[config.mk]
export PLATFORM = sky130hd
export DESIGN_NAME = fifo_wr_arb
export DESIGN_NICKNAME = d
export VERILOG_FILES = /design/src/rtl/fifo_arb_pkg.sv /design/src/rtl/fifo_wr_arb_rr_arb2.sv /design/src/rtl/fifo_wr_arb.sv
export SDC_FILE = /design/constraint.sdc
export NUM_CORES = 1
export LEC_CHECK = 0
export ABC_AREA = 0
export BUFFER_PORTS_ARGS = -buffer_cell sky130_fd_sc_hd__buf_2
export CORE_MARGIN = 2
export CORE_UTILIZATION = 43
export CTS_BUF_LIST = sky130_fd_sc_hd__clkbuf_4
export CTS_CLUSTER_DIAMETER = 200
export DETAILED_ROUTE_END_ITERATION = 10
export PLACE_DENSITY = 0.81
export SLEW_MARGIN = 5
export SYNTH_ARGS = -nofsm -noshare
export SYNTH_HDL_FRONTEND = slang
export SYNTH_HIERARCHICAL = 1
export SYNTH_SLANG_ARGS = --single-unit
[constraint.sdc]
create_clock -name clk -period 2.6 [get_ports clk]
set_input_delay 0.65 -clock clk [delete_from_list [all_inputs] [get_ports clk]]
set_output_delay 0.65 -clock clk [all_outputs]
set_load 0.02 [all_outputs]
[src/rtl/fifo_arb_pkg.sv]
// Shared constants for the two-writer FIFO write arbiter: state encoding and default widths.
package fifo_arb_pkg;

    localparam int unsigned FBITS_DEF  = 8;
    localparam int unsigned PWIDTH_DEF = 3;

    typedef enum logic {
        ST_FLUSH = 1'b0,
        ST_RUN   = 1'b1
    } state_t;

endpackage

[src/rtl/fifo_wr_arb_rr_arb2.sv]
// Two-requester round-robin arbiter: one-hot grant and the pointer to favour next.
module rr_arb2 (
    input  logic [1:0] req,
    input  logic       enable,
    input  logic       ptr,
    output logic [1:0] gnt_c,
    output logic       next_ptr_c
);

    always_comb begin
        gnt_c      = 2'b00;
        next_ptr_c = ptr;
        if (enable) begin
            case (req)
                2'b01:   gnt_c = 2'b01;
                2'b10:   gnt_c = 2'b10;
                2'b11:   gnt_c = ptr ? 2'b10 : 2'b01;
                default: gnt_c = 2'b00;
            endcase
        end
        // The writer that was just served yields priority to the other one.
        if (gnt_c[0]) begin
            next_ptr_c = 1'b1;
        end else if (gnt_c[1]) begin
            next_ptr_c = 1'b0;
        end
    end

endmodule

[src/rtl/fifo_wr_arb.sv]
// Shares one FIFO storage block between two writers and one reader; tracks occupancy and sequences clear.
// Optional almost-full throttling of writer 1 is enabled with FIFO_WR_ARB_AFULL_EN.
module fifo_wr_arb
    import fifo_arb_pkg::*;
#(
    parameter int unsigned fbits  = FBITS_DEF,
    parameter int unsigned pwidth = PWIDTH_DEF,
    parameter int unsigned fdepth = 1 << pwidth
`ifdef FIFO_WR_ARB_AFULL_EN
    ,
    parameter int unsigned afull_lvl = fdepth - 2
`endif
) (
    input  logic              clk,
    input  logic              rst,
    input  logic              flush,
    input  logic              req0,
    input  logic [fbits-1:0]  data0,
    output logic              gnt0,
    input  logic              req1,
    input  logic [fbits-1:0]  data1,
    output logic              gnt1,
    input  logic              rd_req,
    output logic              rd_ack,
    output logic [pwidth:0]   count,
    output logic              empty,
    output logic              full,
`ifdef FIFO_WR_ARB_AFULL_EN
    output logic              afull,
`endif
    output logic              clr_fifo,
    output logic              wr_fifo,
    output logic              rd_fifo,
    output logic [fbits-1:0]  wr_data
);

    localparam int unsigned CW = pwidth + 1;
    localparam logic [pwidth:0] DEPTH_C = CW'(fdepth);
`ifdef FIFO_WR_ARB_AFULL_EN
    localparam logic [pwidth:0] AFULL_C = CW'(afull_lvl);
`endif

    state_t          state;
    state_t          state_nxt;
    logic            rr_ptr;
    logic            ptr_nxt;
    logic [1:0]      arb_req;
    logic [1:0]      arb_gnt;
    logic            arb_en;
    logic            wr_acc;
    logic [pwidth:0] count_nxt;

    // Writer 1 is held off once almost full so writer 0 keeps the last slots.
`ifdef FIFO_WR_ARB_AFULL_EN
    assign arb_req = {req1 & ~afull, req0};
`else
    assign arb_req = {req1, req0};
`endif

    assign arb_en = (state == ST_RUN) & ~full & ~flush;

    rr_arb2 u_rr_arb2 (
        .req        (arb_req),
        .enable     (arb_en),
        .ptr        (rr_ptr),
        .gnt_c      (arb_gnt),
        .next_ptr_c (ptr_nxt)
    );

    // State register.
    always_ff @(posedge clk) begin
        if (rst) begin
            state <= ST_FLUSH;
        end else begin
            state <= state_nxt;
        end
    end

    // Next-state logic: a clear always lasts exactly one cycle.
    always_comb begin
        state_nxt = state;
        case (state)
            ST_FLUSH: state_nxt = ST_RUN;
            ST_RUN:   if (flush) state_nxt = ST_FLUSH;
            default:  state_nxt = ST_FLUSH;
        endcase
    end

    // Handshake outputs, valid only while running and not flushing.
    always_comb begin
        gnt0   = 1'b0;
        gnt1   = 1'b0;
        rd_ack = 1'b0;
        if ((state == ST_RUN) && !flush) begin
            gnt0   = arb_gnt[0];
            gnt1   = arb_gnt[1];
            rd_ack = rd_req & ~empty;
        end
    end

    assign wr_acc = gnt0 | gnt1;

    // Occupancy: a simultaneous write and read cancel out.
    always_comb begin
        count_nxt = count;
        if ((state == ST_RUN) && flush) begin
            count_nxt = '0;
        end else if (wr_acc && !rd_ack) begin
            count_nxt = count + CW'(1);
        end else if (!wr_acc && rd_ack) begin
            count_nxt = count - CW'(1);
        end
    end

    // Registered status and storage-side strobes.
    always_ff @(posedge clk) begin
        if (rst) begin
            count    <= '0;
            empty    <= 1'b1;
            full     <= 1'b0;
            rr_ptr   <= 1'b0;
            clr_fifo <= 1'b1;
            wr_fifo  <= 1'b0;
            rd_fifo  <= 1'b0;
            wr_data  <= '0;
        end else begin
            count    <= count_nxt;
            empty    <= (count_nxt == '0);
            full     <= (count_nxt == DEPTH_C);
            rr_ptr   <= ptr_nxt;
            clr_fifo <= (state_nxt == ST_FLUSH);
            wr_fifo  <= wr_acc;
            rd_fifo  <= rd_ack;
            if (gnt0) begin
                wr_data <= data0;
            end else if (gnt1) begin
                wr_data <= data1;
            end
        end
    end

`ifdef FIFO_WR_ARB_AFULL_EN
    always_ff @(posedge clk) begin
        if (rst) begin
            afull <= 1'b0;
        end else begin
            afull <= (count_nxt >= AFULL_C);
        end
    end
`endif

endmodule

After elaboration in Yosys (flattened, before gate mapping)
Index checks and enable logic that the tools add are counted.
- add/sub/neg operators: 2
- eq/ne operators: 4
- muxes and demuxes: 15
- bitwise operators: 9
- reduce and logical (&&, ||, !) cells: 10
- operators by type and width (operator ; number):
    8-bit two-way mux ; 2
    4-bit two-way mux ; 3
    1-bit two-way mux ; 6
    2-bit case mux with 3 select lines ; 1
    1-bit NOT ; 5
    4-bit by 1-bit adder with 4-bit output, second input constant ; 1
    2-bit equality test, second input constant ; 2
    4-bit equality test, second input constant ; 1
    1-bit logical AND ; 4
    4-bit zero test ; 1
    2-bit two-way mux ; 2
    2-bit nonzero test ; 2
    4-bit by 1-bit subtractor with 4-bit output, second input constant ; 1
    1-bit AND ; 3
    1-bit zero test ; 3
    2-bit by 1-bit equality test with 1-bit output, second input constant ; 1
    1-bit case mux with 2 select lines ; 1
    1-bit bitwise OR ; 1
- bits in registers: 19
- output and inout bits: 20

Logic depth before layout (Yosys ltp)
Gate-level depths: netlist (run 1).
- word-level depth: 12
- depth in mapped cells: 9
- mapped depth without buffers: 9

Cells and area by module
Netlist (run 1), hierarchy kept.
- by module, submodules not included (module ; instances ; cells each ; area an instance (sq um)):
    fifo_wr_arb ; 1 ; 107 ; 907.1
    rr_arb2 ; 1 ; 7 ; 36.3

Least setup slack after synthesis (run 1)
Ideal clock, no wire load.
- path kind: input -> register
- start point: input flush
- end point: register full
- arrival: 2.418 ns
- path slack: 0.070 ns
- cell stages on the path: 9
- buffers on the path: 0
- cells stage by stage: or2b_1 > nor2_1 > nand2_1 > a21oi_1 > nor2_2 > or3_1 > a211oi_1 > o211ai_1 > a2111oi_1
- cells in the longest elaborated chain, start to end: 11
- elaborated cells on any way between the ends: 18
- RTL lines (what ; RTL line ; text):
    from (decl) ; fifo_wr_arb.sv:16 ; input logic flush,
    1-bit NOT (*) ; fifo_wr_arb.sv:60 ; assign arb_en = (state == ST_RUN) & ~full & ~flush;
    1-bit AND (*) ; fifo_wr_arb.sv:60 ;
    via arb_en ; fifo_wr_arb.sv:49 ; logic arb_en;
    2-bit two-way mux (*) ; fifo_wr_arb_rr_arb2.sv:13 ; if (enable) begin
    via arb_gnt[0] ; fifo_wr_arb.sv:48 ; logic [1:0] arb_gnt;
    1-bit two-way mux (*) ; fifo_wr_arb.sv:94 ; if ((state == ST_RUN) && !flush) begin
    1-bit bitwise OR (*) ; fifo_wr_arb.sv:101 ; assign wr_acc = gnt0 | gnt1;
    1-bit zero test ; fifo_wr_arb.sv:110 ; end else if (!wr_acc && rd_ack) begin
    1-bit logical AND ; fifo_wr_arb.sv:110 ;
    4-bit two-way mux ; fifo_wr_arb.sv:110 ;
    4-bit two-way mux (*) ; fifo_wr_arb.sv:108 ; end else if (wr_acc && !rd_ack) begin
    4-bit two-way mux (*) ; fifo_wr_arb.sv:106 ; if ((state == ST_RUN) && flush) begin
    4-bit equality test (*) ; fifo_wr_arb.sv:129 ; full <= (count_nxt == DEPTH_C);
    to (signal assigned) ; fifo_wr_arb.sv:129 ;
    to (decl) ; fifo_wr_arb.sv:27 ; output logic full,
Mark *: on every way through the listed nets, which the timed path passes. The rest lies on a longest branch.
A chain may end at the register's enable or synchronous reset.

Worst setup path in the final report (run 1)
- start point: input flush
- end point: output gnt0
- cells in the longest elaborated chain, start to end: 4
- elaborated cells on any way between the ends: 6
- RTL lines (what ; RTL line ; text):
    1-bit NOT ; fifo_wr_arb.sv:60 ;
    1-bit AND ; fifo_wr_arb.sv:60 ;
    via arb_en ; fifo_wr_arb.sv:49 ;
    2-bit two-way mux ; fifo_wr_arb_rr_arb2.sv:13 ;
    via arb_gnt[0] ; fifo_wr_arb.sv:48 ;
    1-bit two-way mux ; fifo_wr_arb.sv:94 ;
    to (decl) ; fifo_wr_arb.sv:19 ; output logic gnt0,
The timed path passes the listed nets, and every way through them passes these cells.

==> metrics, run 1 <==
outcome finished, final reports clean; starting DRC count in detailed routing 15; fin crit share 0.939; top post-synthesis cells by area dfxtp_1, nand2_1, a311oi_1, nor2_1, xnor2_1; setup repair bufs after CTS 0; std cell rows 16; layout cell share with drive strength beyond 1 0.360; GPL Wtd Cong 0.937; global router's overall resource usage 0.181; Max Cap Viol 0; WHS Endpoint wr_data[3]; final net count 189; CTS tree done; Fmax 0.409 GHz; Synth Instances 114; Cell Pwr Density 438 nW/um^2; clock transition at the registers of the reported paths 0.11 ns; Worst Skew 0.00700 ns; Fin Setup TNS 0 ns; drc violations 0; crit path kind primary input to primary output; CORE AREA 2020 sq um; ANT cells 0; Setup crit end kind primary output; Clk Latency, worst-skew pair 0.30 ns; Reg2Reg Depth 9; hold depth 2; Required @ worst endpoint 1.95 ns; cell area after layout 1250 sq um; DP Wirelength 1680 um; 1st-pass router iterations 4; die height 50.8 um; Via Count 965; first-pass GRT wire length 3570 um; FILL cells 178; top post-synthesis cells by count nand2_1, dfxtp_1, nor2_1; Avg Cell Area, Syn 8.28 sq um; Final ANT Viol Nets 0; Avg WL per Cell 10.9 um; sequential fraction of the synthesis area 0.403; R2R Setup Slk 0.31 ns; min-delay worst type flop to flop; CTS Buf Count 3; Crit Reg-Reg Startpoint state; top_reg_cell synth dfxtp_1; Post-DP Area 1220 sq um; routed vias/inst 5.05; Syn. warnings 6; RSZ-0062 raised after global routing no; final hold viol count 0; CP Max Fanout 4; Initial Util 0.467; clock sinks 19; WL final 2090 um; I/O Buffers 41; EDFF count, synth 0; Syn Nets 138; initial antenna violation count 0; Yosys cell types 33; vias in the first global route 899; final-report max-slew violation count 0; Mapped Area 943 sq um; ys async rst share 0; VDD IR max 253 uV; pin count of the biggest net entering global routing 17; Worst Path Arrival 1.79 ns; H-tree Lvls 1; P_leak 0.562 nW; Die X 50.8 um; worst hold start wr_data[3]; final period demand of the worst path 2.44 ns; most frequent cell after synthesis nand2_1; worst flop-to-flop path endpoint full; Die ar. 2580 sq um; worst slew margin relative to its limit 0.688; Yosys reg bits 19; clock tree root buffer cell clkbuf_4; gr ovfl total 0; area grow syn2layout 32.9%; cell taking the most area after synthesis dfxtp_1; CP Launch Type primary input; Final setup viols 0; num ports 42; clock buffer depth 2; Yosys top cell area share 0.403; Worst Max-Slew Pin Slew 0.468 ns
==> area by class of cell <==
class                           instances  area, sq um  share of cell area
Sequential cell                        19          380               0.303
Clock inverter                          1         5.00             0.00399
Clock buffer                            3         22.5              0.0180
Inverter                                6         22.5              0.0180
Tap cell                               27         33.8              0.0269
Timing Repair Buffer                   50          273               0.218
Multi-Input combinational cell         85          517               0.412
==> state kept, by name, summed over array words and instances (netlist names) <==
| register | cells |
|---|---|
| wr_fifo | 1 |
| wr_data | 8 |
| state | 1 |
| clr_fifo | 1 |
| count | 4 |
| rr_ptr | 1 |
| empty | 1 |
| rd_fifo | 1 |
| full | 1 |
==> logic make-up (layout without fill, tap and decap cells) <==
kind of cell / after synthesis / count (layout) / share of synthesized area
buffers and inverters: 10 / 60 / 0.0530
XOR/XNOR: 4 / 4 / 0.0371
flip-flops: 19 / 19 / 0.403
AND/OR/NAND/NOR: 53 / 53 / 0.253
adder cells (fa/ha/maj): 4 / 4 / 0.0477
AO/OA/AOI/OAI: 24 / 24 / 0.206
==> routing by layer <==
metal	wire length (um)	global-route usage	vias up
met5	0	0	-
met4	53	0.108	0
met3	137	0.0351	6
met2	907	0.294	36
met1	988	0.221	421
li1	-	-	502
==> worst max-delay path by stage <==
stage | to | cells past startpoint | from | slack (ns)
2_1_floorplan | full | 9 | flush | 0.07
3_3_place_gp | full | 10 | flush | 0.04
3_5_place_dp | full | 10 | flush | -0.15
4_1_cts | gnt0 | 8 | flush | 0.07
5_1_grt | full | 10 | flush | 0.05
6_report | gnt0 | 8 | flush | 0.16
==> report_power, final <==
part           internal [mW]  total [mW]  switching, mW
logic                 0.0416      0.0930         0.0514
registers              0.300       0.308        0.00746
clock network         0.0573       0.148         0.0905
total                  0.399       0.549          0.149
==> repair_timing <==
action                     CTS  global route
gates resized for setup      0             1
hold buffers                 0             0
setup endpoints to repair    0             2
==> placed cells by master, fill, tap and decap left out, drive strengths merged, types with 3 or more instances in the layout <==
| master | count |
|---|---|
| dfxtp | 19 |
| nor2b | 3 |
| o21ai | 3 |
| nand2 | 21 |
| xnor2 | 3 |
| nor2 | 16 |
| clkbuf | 3 |
| a21oi | 5 |
| a311oi | 8 |
| a211oi | 3 |
| o211ai | 3 |
| inv | 5 |
| buf | 50 |
==> stage by stage <==
stage | hold slack [ns] | total power, mW | setup WS [ns] | instances | utilization
5_1_grt | 0.543 | 0.577 | 0.0464 | 191 | 0.620
2_1_floorplan | 0.451 | 0.369 | 0.0696 | 114 | -
3_3_place_gp | 0.476 | 0.404 | 0.0358 | 187 | 0.605
4_1_cts | 0.510 | 0.553 | 0.0678 | 191 | 0.618
3_5_place_dp | 0.490 | 0.407 | -0.153 | 187 | 0.605
6_report | 0.504 | 0.549 | 0.157 | 191 | 0.620
==> worst max-delay path, stage by stage <==
cell	delay, ns
buf_2	0.12
or2b_1	0.24
nor2_1	0.15
nand2_1	0.12
a21oi_2	0.18
nand2_1	0.10
clkinv_1	0.07
buf_2	0.15
(Power assumes the default switching activity.)
==> inputs of run 2 (changes only) <==
--- a/config.mk
+++ b/config.mk
@@ -6,7 +6,7 @@
 export NUM_CORES = 1
 export LEC_CHECK = 0
 export ABC_AREA = 0
-export BUFFER_PORTS_ARGS = -buffer_cell sky130_fd_sc_hd__buf_2
+export BUFFER_PORTS_ARGS = -buffer_cell sky130_fd_sc_hd__buf_4
 export CORE_MARGIN = 2
 export CORE_UTILIZATION = 43
 export CTS_BUF_LIST = sky130_fd_sc_hd__clkbuf_4
==> run 2 against run 1 <==
Against the previous run:
- first-iteration DRC count grew 13%
- fmax grew 0.65%
- largest power group unchanged
- non-clock buffer count is the same
==> metrics, run 2 (same netlist as run 1, synthesis figures left out) <==
clock buffer depth 2 (unchanged); 1st-pass router iterations 4 (unchanged); CORE AREA 2020 sq um (unchanged); outcome finished, final reports clean; fin crit share 0.933 (-0.00606); setup slack at placement -0.0910 ns (+0.0617 ns); CP Launch Type primary input; layout cell share with drive strength beyond 1 0.372 (+0.0122); std cell rows 16 (unchanged); most frequent cells in the layout buf_4, nand2_1, dfxtp_1, nor2_1, a311oi_1; combinational power share 0.187 (+0.018); stages on the worst setup path 9 (+1); Initial Util 0.467 (unchanged); pin count of the biggest net entering global routing 17 (unchanged); worst slew margin relative to its limit 0.696 (+0.00841); clock power share 0.281 (+0.012); RSZ-0062 raised after global routing no; Post-DP Area 1330 sq um (+8.4%); P_leak 0.583 nW (+3.6%); final period demand of the worst path 2.43 ns (-0.0157 ns); Top Registers wr_data x8, count x4; Die X 50.8 um (unchanged); I/O Buffers 41 (unchanged); Cell Pwr Density 424 nW/um^2 (-3.2%); gr ovfl total 0 (unchanged); Worst Max-Slew Pin Slew 0.455 ns (-0.0126 ns); Fmax 0.412 GHz (+0.65%); Setup crit end kind primary output; Worst Path Arrival 1.78 ns (about the same); Clk Latency, worst-skew pair 0.30 ns (about the same); Via Count 961 (-0.41%); Worst path slowest cell or2b_1; vias in the first global route 911 (+1.3%); first-pass GRT wire length 3850 um (+7.7%); final hold viol count 0 (unchanged); DP Cell Count 187 (unchanged); Reg with most FFs wr_data; worst path cell trace buf_4 -> or2b_1 -> nor2_2 -> nand2_1 -> a21oi_1 -> buf_4 -> nand2_1 -> clkinv_1 -> buf_4; CTS Buf Count 3 (unchanged); cell area after layout 1370 sq um (+9.0%); num ports 42 (unchanged); area grow syn2layout 44.8%; DP Wirelength 1750 um (+4.1%); ANT cells 0 (unchanged); P_sw 0.153 mW (+2.7%); clock sinks 19 (unchanged); clock transition at the registers of the reported paths 0.11 ns (about the same); min-delay worst type flop to flop; Crit path max-delay family simple AND/OR/NAND/NOR gates; Final ANT Viol Nets 0 (unchanged); commonest non-fill, non-tap cell in the layout buf_4; Worst Skew 0.00238 ns (-0.00462 ns); drc violations 0 (unchanged); Max Cap Viol 0 (unchanged); Buf/Inv on CP 4 (+1); Int Power 0.426 mW (+6.6%); VDD IR max 302 uV (+19%); starting DRC count in detailed routing 17 (+2); CP Max Fanout 4 (unchanged); Required @ worst endpoint 1.95 ns (about the same); GPL Wtd Cong 0.946 (+0.95%); global router's overall resource usage 0.196 (+0.0150); H-tree Lvls 1 (unchanged); final worst setup slack 0.173 ns (+0.0157 ns); hold depth 2 (unchanged); CTS tree done; Final setup viols 0 (unchanged); routed vias/inst 5.03 (-0.41%); Reg power frac 0.532 (-0.029); Avg WL per Cell 11.6 um (+6.6%); Reg2Reg Depth 11 (+2); clock tree root buffer cell clkbuf_4; initial antenna violation count 0 (unchanged); final std cells w/o fill 191 (unchanged); die height 50.8 um (unchanged); WL final 2220 um (+6.6%); max reg flops 8 (unchanged); CTS hold repair buffers 0 (unchanged); Sw Share 0.265 (-0.00728); Hold WS 0.512 ns (+0.00757 ns); peak per-stage delay on the critical path 0.24 ns (about the same); cell mode on critical path buf_4; Die ar. 2580 sq um (unchanged); final net count 189 (unchanged); Final Util 0.676 (+0.0557); final-report max-slew violation count 0 (unchanged); crit path kind primary input to primary output
## run 2: cell count changes in the layout (fill, tap and decap cells not counted)
cell and delta:
buf_2 -41, buf_4 +41, a2111oi_1 -1, a2111oi_2 +1, clkbuf_4 +1, clkinv_2 -1, nor2_1 -1, nor2_2 +1
## run 2: timing repair
action	in CTS	in global routing
endpoints found under the hold margin	0	0
gates resized for setup	0	3
setup buffers	0	0
endpoints found under the setup margin	0	3
## run 2: per-stage QoR
step / setup TNS, ns / power, mW
after floorplan: 0 / 0.369
after global placement: 0 / 0.418
after detailed placement: -0.0910 / 0.421
after CTS: 0 / 0.579
after global routing: 0 / 0.607
final: 0 / 0.579
## run 2: layout make-up
class	instances	area (sq um)
clock buffer	4	30.0
fill	168	656
inverter	6	22.5
multi-input combinational	85	524
sequential	19	380
tap	27	33.8
timing repair buffer	50	375
## run 2: worst reg2reg max path, cell delays in order, from the launching register on
cell       delay [ns]
dfxtp_1          0.40
or2b_1           0.27
nor2_2           0.13
nand2_1          0.10
a21oi_1          0.13
buf_4            0.15
nor2_2           0.04
buf_4            0.15
xnor2_1          0.13
a211oi_1         0.27
o211ai_1         0.15
a2111oi_2        0.24
## run 2: worst paths after layout
kind | startpoint | end | slack (ns)
max reg2reg | state | full | 0.36
min | wr_data[2] | wr_data[2] | 0.51
max | flush | gnt0 | 0.17
min reg2reg | wr_data[2] | wr_data[2] | 0.51
## run 2: power by group through the flow
stage / clock network (mW) / logic [mW] / registers [mW]
floorplan: 0 / 0.0466 / 0.322
global placement: 0 / 0.104 / 0.314
detailed placement: 0 / 0.106 / 0.314
CTS: 0.165 / 0.107 / 0.308
global route: 0.179 / 0.118 / 0.310
finish: 0.162 / 0.108 / 0.308
## run 2: per-layer routing
layer / track usage / part of all wire / routed length, um / vias to the layer above
met5: 0 / 0 / 0 / -
met4: 0.108 / 0.015 / 34 / 0
met3: 0.0351 / 0.073 / 163 / 4
met2: 0.307 / 0.43 / 950 / 36
met1: 0.254 / 0.48 / 1080 / 421
li1: - / - / - / 500
==> inputs of run 3 (changes only) <==
--- a/config.mk
+++ b/config.mk
@@ -7,12 +7,14 @@
 export LEC_CHECK = 0
 export ABC_AREA = 0
 export BUFFER_PORTS_ARGS = -buffer_cell sky130_fd_sc_hd__buf_4
-export CORE_MARGIN = 2
+export CORE_MARGIN = 1
 export CORE_UTILIZATION = 43
 export CTS_BUF_LIST = sky130_fd_sc_hd__clkbuf_4
 export CTS_CLUSTER_DIAMETER = 200
 export DETAILED_ROUTE_END_ITERATION = 10
+export MAX_ROUTING_LAYER = met4
 export PLACE_DENSITY = 0.81
+export SETUP_SLACK_MARGIN = 0.02
 export SLEW_MARGIN = 5
 export SYNTH_ARGS = -nofsm -noshare
 export SYNTH_HDL_FRONTEND = slang
==> run 3 against run 2 <==
Against the previous run:
- via count grew 1.2%
- largest cell class unchanged
- final cell count is the same
- register-to-register slack lost 0.07 ns
- combinational power is essentially flat
- critical path type unchanged
- first-iteration DRC count shrank 29%
- clock power is essentially flat
- global-route usage grew 1.8 points
- fmax shrank 0.66%
- design area shrank 0.37%
==> metrics, run 3 (same netlist as run 1, synthesis figures left out) <==
first-pass GRT wire length 3830 um (-0.55%); Initial Util 0.467 (unchanged); P_leak 0.582 nW (about the same); final period demand of the worst path 2.44 ns (+0.0162 ns); Final ANT Viol Nets 0 (unchanged); most frequent cells in the layout buf_4, nand2_1, dfxtp_1, nor2_1, a311oi_1; commonest non-fill, non-tap cell in the layout buf_4; layout cell share with drive strength beyond 1 0.366 (-0.00610); Fmax 0.409 GHz (-0.66%); DP Cell Count 187 (unchanged); Top Registers wr_data x8, count x4; Avg WL per Cell 11.5 um (-1.6%); Final setup viols 0 (unchanged); GPL Wtd Cong 0.927 (-2.0%); cell mode on critical path buf_4; CTS Buf Count 3 (unchanged); Die X 48.8 um (-3.9%); Buf/Inv on CP 4 (unchanged); WHS Endpoint wr_data[4]; Cell Pwr Density 423 nW/um^2 (about the same); H-tree Lvls 1 (unchanged); Die ar. 2390 sq um (-7.7%); DP Wirelength 1760 um (+0.51%); clock buffer depth 2 (unchanged); worst flop-to-flop path endpoint full; Required @ worst endpoint 1.95 ns (about the same); Clk Latency, worst-skew pair 0.29 ns (about the same); Fin Setup TNS 0 ns (unchanged); Crit Reg-Reg Startpoint state; final hold viol count 0 (unchanged); Worst Max-Slew Pin Slew 0.506 ns (+0.0506 ns); Worst Skew 0.00122 ns (-0.00117 ns); clock sinks 19 (unchanged); WL final 2190 um (-1.6%); max reg flops 8 (unchanged); setup repair bufs after CTS 0 (unchanged); drc violations 0 (unchanged); Hold WS 0.509 ns (-0.00225 ns); Worst Path Arrival 1.79 ns (about the same); Reg with most FFs wr_data; cell area after layout 1360 sq um (-0.37%); ANT cells 0 (unchanged); initial antenna violation count 0 (unchanged); Reg2Reg Depth 11 (unchanged); clock transition at the registers of the reported paths 0.11 ns (about the same); final-report max-slew violation count 0 (unchanged); worst slew margin relative to its limit 0.662 (-0.0338); worst setup path start flush; Crit path max-delay family simple AND/OR/NAND/NOR gates; std cell rows 16 (unchanged); fin crit share 0.940 (+0.00622); routed vias/inst 5.09 (+1.2%); worst hold start wr_data[4]; final net count 189 (unchanged); 1st-pass router iterations 4 (unchanged); clock tree root buffer cell clkbuf_4; min-delay worst type flop to flop; VDD IR max 247 uV (-18%); crit path kind primary input to primary output; CTS hold repair buffers 0 (unchanged); final std cells w/o fill 191 (unchanged); die height 48.8 um (-3.9%); Post-DP Area 1330 sq um (unchanged); pin count of the biggest net entering global routing 17 (unchanged); Via Count 973 (+1.2%); I/O Buffers 41 (unchanged); peak per-stage delay on the critical path 0.24 ns (about the same); Max Cap Viol 0 (unchanged); RSZ-0062 raised after global routing no; gr ovfl total 0 (unchanged); outcome finished, final reports clean; hold depth 2 (unchanged); total power 0.576 mW (-0.45%); R2R Setup Slk 0.29 ns (-0.07 ns); starting DRC count in detailed routing 12 (-5); global router's overall resource usage 0.213 (+0.0178); Worst path slowest cell or2b_1; CP Max Fanout 4 (unchanged); vias in the first global route 955 (+4.8%); CTS tree done; CP Launch Type primary input; post_cts resized 0 (unchanged); CORE AREA 2020 sq um (unchanged); num ports 42 (unchanged); area grow syn2layout 44.3%; worst path cell trace buf_4 -> or2b_1 -> nor2_2 -> nand2_1 -> a21oi_1 -> buf_4 -> nand2_1 -> clkinv_1 -> buf_4; Setup crit end kind primary output
==> run 3: how the worst max path moves through the flow <==
stage,to,slack (ns),cells after the start
6_report,gnt0,0.16,9
3_5_place_dp,full,-0.14,12
5_1_grt,gnt0,0.04,9
3_3_place_gp,full,0.03,11
4_1_cts,gnt1,0.11,8
2_1_floorplan,full,0.07,9
==> run 3: power breakdown <==
part	total [mW]	leakage [nW]	switching (mW)	internal [mW]
logic	0.107	0.409	0.0527	0.0547
registers	0.308	0.154	0.00731	0.300
clock network	0.161	0.0184	0.0911	0.0701
==> run 3: worst register-to-register path, cell delays in order (launching register included) <==
cell	delay (ns)
dfxtp_1	0.38
or2b_1	0.27
nor2_2	0.12
nand2_1	0.10
a21oi_1	0.13
buf_4	0.15
nor2_2	0.04
buf_4	0.15
xnor2_1	0.14
a211oi_1	0.27
o211ai_1	0.14
a2111oi_1	0.29
==> run 3: final cells by class <==
type,count,area [sq um]
repair buffers,50,375
well taps,27,33.8
clock buffers,4,30.0
fillers,174,661
multi-input cells,85,519
flip-flops and latches,19,380
inverters,6,22.5
==> run 3: metal layers <==
| layer | vias to the layer above | share of wire | track usage |
|---|---|---|---|
| met5 | - | 0 | - |
| met4 | 0 | 0.011 | 0.0882 |
| met3 | 4 | 0.050 | 0.0374 |
| met2 | 36 | 0.48 | 0.343 |
| met1 | 434 | 0.45 | 0.265 |
| li1 | 499 | - | - |
==> run 3: metrics by stage <==
step	worst slack [ns]	util
floorplan	0.0696	-
global placement	0.0291	0.655
detailed placement	-0.142	0.655
CTS	0.107	0.670
global route	0.0402	0.673
finish	0.157	0.673
